[config.mk]
export PLATFORM = sky130hd
export DESIGN_NAME = timer_digit_entry
export DESIGN_NICKNAME = d
export VERILOG_FILES = /design/src/rtl/timer_digit_entry.sv
export SDC_FILE = /design/constraint.sdc
export NUM_CORES = 1
export LEC_CHECK = 0
export CAP_MARGIN = 40
export CORE_MARGIN = 5
export CORE_UTILIZATION = 30
export DETAILED_ROUTE_END_ITERATION = 16
export GPL_ROUTABILITY_DRIVEN = 0
export SLEW_MARGIN = 10
export SYNTH_ARGS = -nofsm -noshare
export SYNTH_HDL_FRONTEND = slang
export SYNTH_SLANG_ARGS = --single-unit
[constraint.sdc]
create_clock -name clk -period 1.8 [get_ports clk]
set_input_delay 0.27 -clock clk [delete_from_list [all_inputs] [get_ports clk]]
set_output_delay 0.27 -clock clk [all_outputs]
set_load 0.1 [all_outputs]
[src/rtl/timer_digit_entry.sv]
// timer_digit_entry: button-driven front end for a two-digit BCD countdown
// timer. The user edits tens/ones digits, commits, and the block issues an
// active-low reconfigure strobe, arms the one-second enable and then waits
// for the timer's timeout flag.
module timer_digit_entry #(
  parameter int RECONF_CYCLES = 2,
  parameter int MAX_TEN       = 9,
  parameter int MAX_ONE       = 9
) (
  input  logic       clk,
  input  logic       rst,
  input  logic       btnUp,
  input  logic       btnDown,
  input  logic       btnSelect,
  input  logic       btnCommit,
  input  logic       timeOut,
  output logic [3:0] userDigitTEN,
  output logic [3:0] userDigitONE,
  output logic       timerReconfigTEN_ONE,
  output logic       enable,
  output logic       editSel,
  output logic       armed,
  output logic       expired
);

  localparam logic [1:0] EDIT    = 2'd0;
  localparam logic [1:0] RECONF  = 2'd1;
  localparam logic [1:0] ARMED   = 2'd2;
  localparam logic [1:0] EXPIRED = 2'd3;

  localparam logic [3:0] MAX_TEN_L = 4'(MAX_TEN);
  localparam logic [3:0] MAX_ONE_L = 4'(MAX_ONE);
  localparam logic [3:0] RECONF_L  = 4'(RECONF_CYCLES);

  logic [1:0] state;
  logic [3:0] reconfCnt;
  logic [3:0] editTen;
  logic [3:0] editOne;
  logic       stepUp;
  logic       stepDown;
  logic       digitsNonZero;

  // Wrapping BCD increment; anything at or above the limit folds back to 0,
  // so a digit can never escape its legal range.
  function automatic logic [3:0] incDigit(input logic [3:0] d, input logic [3:0] maxV);
    if (d >= maxV) begin
      return 4'd0;
    end
    return d + 4'd1;
  endfunction

  // Wrapping BCD decrement; 0 (or an out-of-range value) lands on the limit.
  function automatic logic [3:0] decDigit(input logic [3:0] d, input logic [3:0] maxV);
    if (d == 4'd0 || d > maxV) begin
      return maxV;
    end
    return d - 4'd1;
  endfunction

  // Candidate digit values for an edit cycle; up and down together cancel,
  // and only the currently selected digit moves.
  always_comb begin
    stepUp        = btnUp & ~btnDown;
    stepDown      = btnDown & ~btnUp;
    editTen       = userDigitTEN;
    editOne       = userDigitONE;
    digitsNonZero = (userDigitTEN != 4'd0) || (userDigitONE != 4'd0);
    if (!editSel) begin
      if (stepUp) begin
        editTen = incDigit(userDigitTEN, MAX_TEN_L);
      end else if (stepDown) begin
        editTen = decDigit(userDigitTEN, MAX_TEN_L);
      end
    end else begin
      if (stepUp) begin
        editOne = incDigit(userDigitONE, MAX_ONE_L);
      end else if (stepDown) begin
        editOne = decDigit(userDigitONE, MAX_ONE_L);
      end
    end
  end

  // Control FSM and every registered output; reset wins over all inputs,
  // including an in-flight reconfigure strobe.
  always_ff @(posedge clk) begin
    if (rst) begin
      state                <= EDIT;
      reconfCnt            <= 4'd0;
      userDigitTEN         <= 4'd0;
      userDigitONE         <= 4'd0;
      editSel              <= 1'b0;
      timerReconfigTEN_ONE <= 1'b1;
      enable               <= 1'b0;
      armed                <= 1'b0;
      expired              <= 1'b0;
    end else begin
      case (state)
        EDIT: begin
          // Commit outranks editing; a 00 value is not worth starting.
          if (btnCommit) begin
            if (digitsNonZero) begin
              state     <= RECONF;
              reconfCnt <= RECONF_L;
            end
          end else begin
            userDigitTEN <= editTen;
            userDigitONE <= editOne;
            if (btnSelect) begin
              editSel <= ~editSel;
            end
          end
        end
        RECONF: begin
          // Counter loaded at commit; each nonzero count holds the strobe low
          // for one more cycle, and the zero count releases it and arms.
          if (reconfCnt != 4'd0) begin
            timerReconfigTEN_ONE <= 1'b0;
            reconfCnt            <= reconfCnt - 4'd1;
          end else begin
            timerReconfigTEN_ONE <= 1'b1;
            enable               <= 1'b1;
            armed                <= 1'b1;
            state                <= ARMED;
          end
        end
        ARMED: begin
          if (timeOut) begin
            enable  <= 1'b0;
            armed   <= 1'b0;
            expired <= 1'b1;
            state   <= EXPIRED;
          end
        end
        EXPIRED: begin
          // Digits are kept so the same value can be restarted directly.
          if (btnCommit) begin
            expired <= 1'b0;
            editSel <= 1'b0;
            state   <= EDIT;
          end
        end
        default: begin
          state                <= EDIT;
          reconfCnt            <= 4'd0;
          userDigitTEN         <= 4'd0;
          userDigitONE         <= 4'd0;
          editSel              <= 1'b0;
          timerReconfigTEN_ONE <= 1'b1;
          enable               <= 1'b0;
          armed                <= 1'b0;
          expired              <= 1'b0;
        end
      endcase
    end
  end

endmodule
==> impl_metrics.toml <==
[clock_tree]
worstSkewPairLatency_ns = 0.26
cts_buffers = 3
clock-sinks = 18
htree_num_levels = 1
cts_tree = "yes"
clk_pin_slew_ns = 0.07
holdBufCountCts = 0
cts_buffer_depth = 2
cts-root-buf = "clkbuf_8"

[power]
vdd_drop_max_uv = 985
powerDensity_nw_per_um2 = 1450
cellLeakagePower_nw = 0.792

[cells_and_area]
ff_latch_area_sq_um = 384
fillCellCount = 428
layout.nets = 229
utilization_pct = 45.5
area_delta_synth_final_pct = 45.8
multiInputGateArea_sq_um = 971
diodes = 0
drive_gt1_share_pct = 33.0

[place]
pre_cts_slack_ns = -0.386
dp_hpwl_microns = 2610
io_buffers = 19

[floorplan]
start_util_pct = 31.2
core_sq_um = 4380
io_pins = 20
rows = 24
die-area_sq_um = 6020
die_x_microns = 77.6
die_h_microns = 77.6

[critical_path]
setup.worst_path.class = "register to register"
path_delay_family = "compound AO/OA/AOI/OAI gates"
cp-end-kind = "register"
path_cells = "inv_1 > ha_1 > or3b_2 > a311oi_2 > a21oi_1 > a21oi_1"
setup.worst_path.start_class = "register"
reg2reg_slack_ns = 0.11
crit_top_cell = "a21oi_1"
max_stage_delay_ns = 0.48
crit_required_ns = 1.97
arrival_ns = 1.86
slowest_stage = "or3b_2"
cp_num_buf_inv = 1
worstPathMaxFanout = 4

[outcome]
status = "completed"

[logic_synthesis]
avgSynthCellArea_sq_um = 8.16
ys_seq_area_share_pct = 26.3
synth_nets = 190
synth-edff-count = 0
syn_inst = 168
synthTopCellsByCount = "a21oi_1 (19), dfxtp_1 (18), ha_1 (15)"
async_flop_share_pct = 0
synth_area_leaders = "dfxtp_1 (26%), ha_1 (14%), a21oi_1 (6.9%), a311oi_1 (3.8%), nand2b_1 (3.7%)"
synth_area_sq_um = 1370
ys.warnings.count = 0
yosys_register_bits = 18
synth.largest_area_cell = "dfxtp_1"
yosysUniqueCellTypes = 49
synth.most_common_cell = "a21oi_1"
ys.flop_type = "dfxtp_1"
synth_top_area_share_pct = 26.3

[run]
drv_cap = 0

[global_route]
grt_max_degree = 20
grt_pass1_vias = 1328
grt.overflow.total = 0
globalRouteTotalUtil_pct = 12.0
antenna_found_initial = 0
grt_pass1_wl_microns = 6040

[drt]
drtAntennaViolNets = 0
drt_first_iter_violations = 111
avgRoutedWirePerCell_microns = 13.2
num_vias = 1348
vias_per_cell = 5.22
drt-total-wl_microns = 3410
post-route-drc-count = 0
first_pass_iters = 4

[min_path]
hold_path.class = "register to register"

[sta]
relSlewSlack_pct = 78.4
clock.fmax_mhz = 592
fin_worst_skew_ns = 0.0102
finalCriticalPeriod_ns = 1.69
tightest_slew_ns = 0.324
finalSetupTns_ns = 0
finalHoldViolations = 0
slew_viol_final = 0
finalCritPeriodShare_pct = 93.8
fin_ws_ns = 0.111
setup_viol = 0
-- placed cells by master (no fill, tap or decap), types with 4 or more instances in the layout --
cell / instances
a21oi_1: 19
a311oi_1: 6
buf_12: 10
buf_4: 29
clkdlybuf4s50_1: 4
dfxtp_1: 9
dfxtp_2: 4
dfxtp_4: 5
ha_1: 12
inv_1: 9
nand2_1: 9
nand2b_1: 8
nor2_1: 11
nor2b_1: 5
nor3_1: 4
-- through the flow --
step / power (mW) / cells / cell area, sq um / hold slack [ns]
2_1_floorplan: 1.81 / 168 / 1390 / 0.460
3_3_place_gp: 2.37 / 250 / 1860 / 0.509
3_5_place_dp: 2.38 / 250 / 1860 / 0.506
4_1_cts: 2.72 / 254 / 1930 / 0.526
5_1_grt: 3.13 / 258 / 2000 / 0.552
6_report: 2.90 / 258 / 2000 / 0.521
-- sequential cells by signal, summed over array words and instances, names as in the netlist --
register / flops
reconfCnt: 4
userDigitONE: 4
userDigitTEN: 4
state: 2
armed: 1
editSel: 1
expired: 1
timerReconfigTEN_ONE: 1
-- cells by family (layout without fill, tap and decap cells) --
group | after synthesis | in the layout | share of synthesized area (%)
AND/OR/NAND/NOR | 59 | 59 | 25.7
AO/OA/AOI/OAI | 50 | 50 | 25.5
buffers and inverters | 24 | 62 | 7.40
flip-flops | 18 | 18 | 26.3
adder cells (fa/ha/maj) | 15 | 15 | 13.7
multiplexers | 2 | 2 | 1.46
-- layer usage --
layer | wire, microns | global-route usage (%) | up-vias
met5 | 0 | 0 | -
met4 | 37 | 3.78 | 0
met3 | 199 | 2.66 | 4
met2 | 1500 | 19.1 | 29
met1 | 1680 | 16.1 | 625
li1 | - | - | 690
-- worst reg2reg max path, cell delays in order, from the launching register on --
cell	delay [ns]
dfxtp_4	0.34
inv_1	0.07
ha_1	0.23
or3b_2	0.48
a311oi_2	0.27
a21oi_1	0.07
a21oi_1	0.15
-- final cells by class --
cell class | count | share of cell area, %
well taps | 52 | 3.26
flip-flops and latches | 18 | 19.2
multi-input cells | 126 | 48.6
clock buffers | 4 | 2.26
repair buffers | 46 | 24.4
inverters | 12 | 2.26
-- timing repair --
action,in CTS,in global routing
setup buffers,0,4
pin swaps,2,2
gates resized for setup,8,8
endpoints found under the setup margin,6,5
-- power breakdown --
group	switching [mW]	internal (mW)	total, mW
registers	0.104	0.495	0.600
logic	1.09	0.909	2.00
clock network	0.146	0.157	0.303
-- path summary, 6_finish.rpt --
| check | start | to | cells past startpoint |
|---|---|---|---|
| setup / recovery | userDigitTEN[1] | userDigitTEN[0] | 6 |
| hold / removal | reconfCnt[0] | reconfCnt[0] | 2 |
| setup reg to reg | userDigitTEN[1] | userDigitTEN[0] | 6 |
| hold reg to reg | reconfCnt[0] | reconfCnt[0] | 2 |
(Power assumes the default switching activity.)
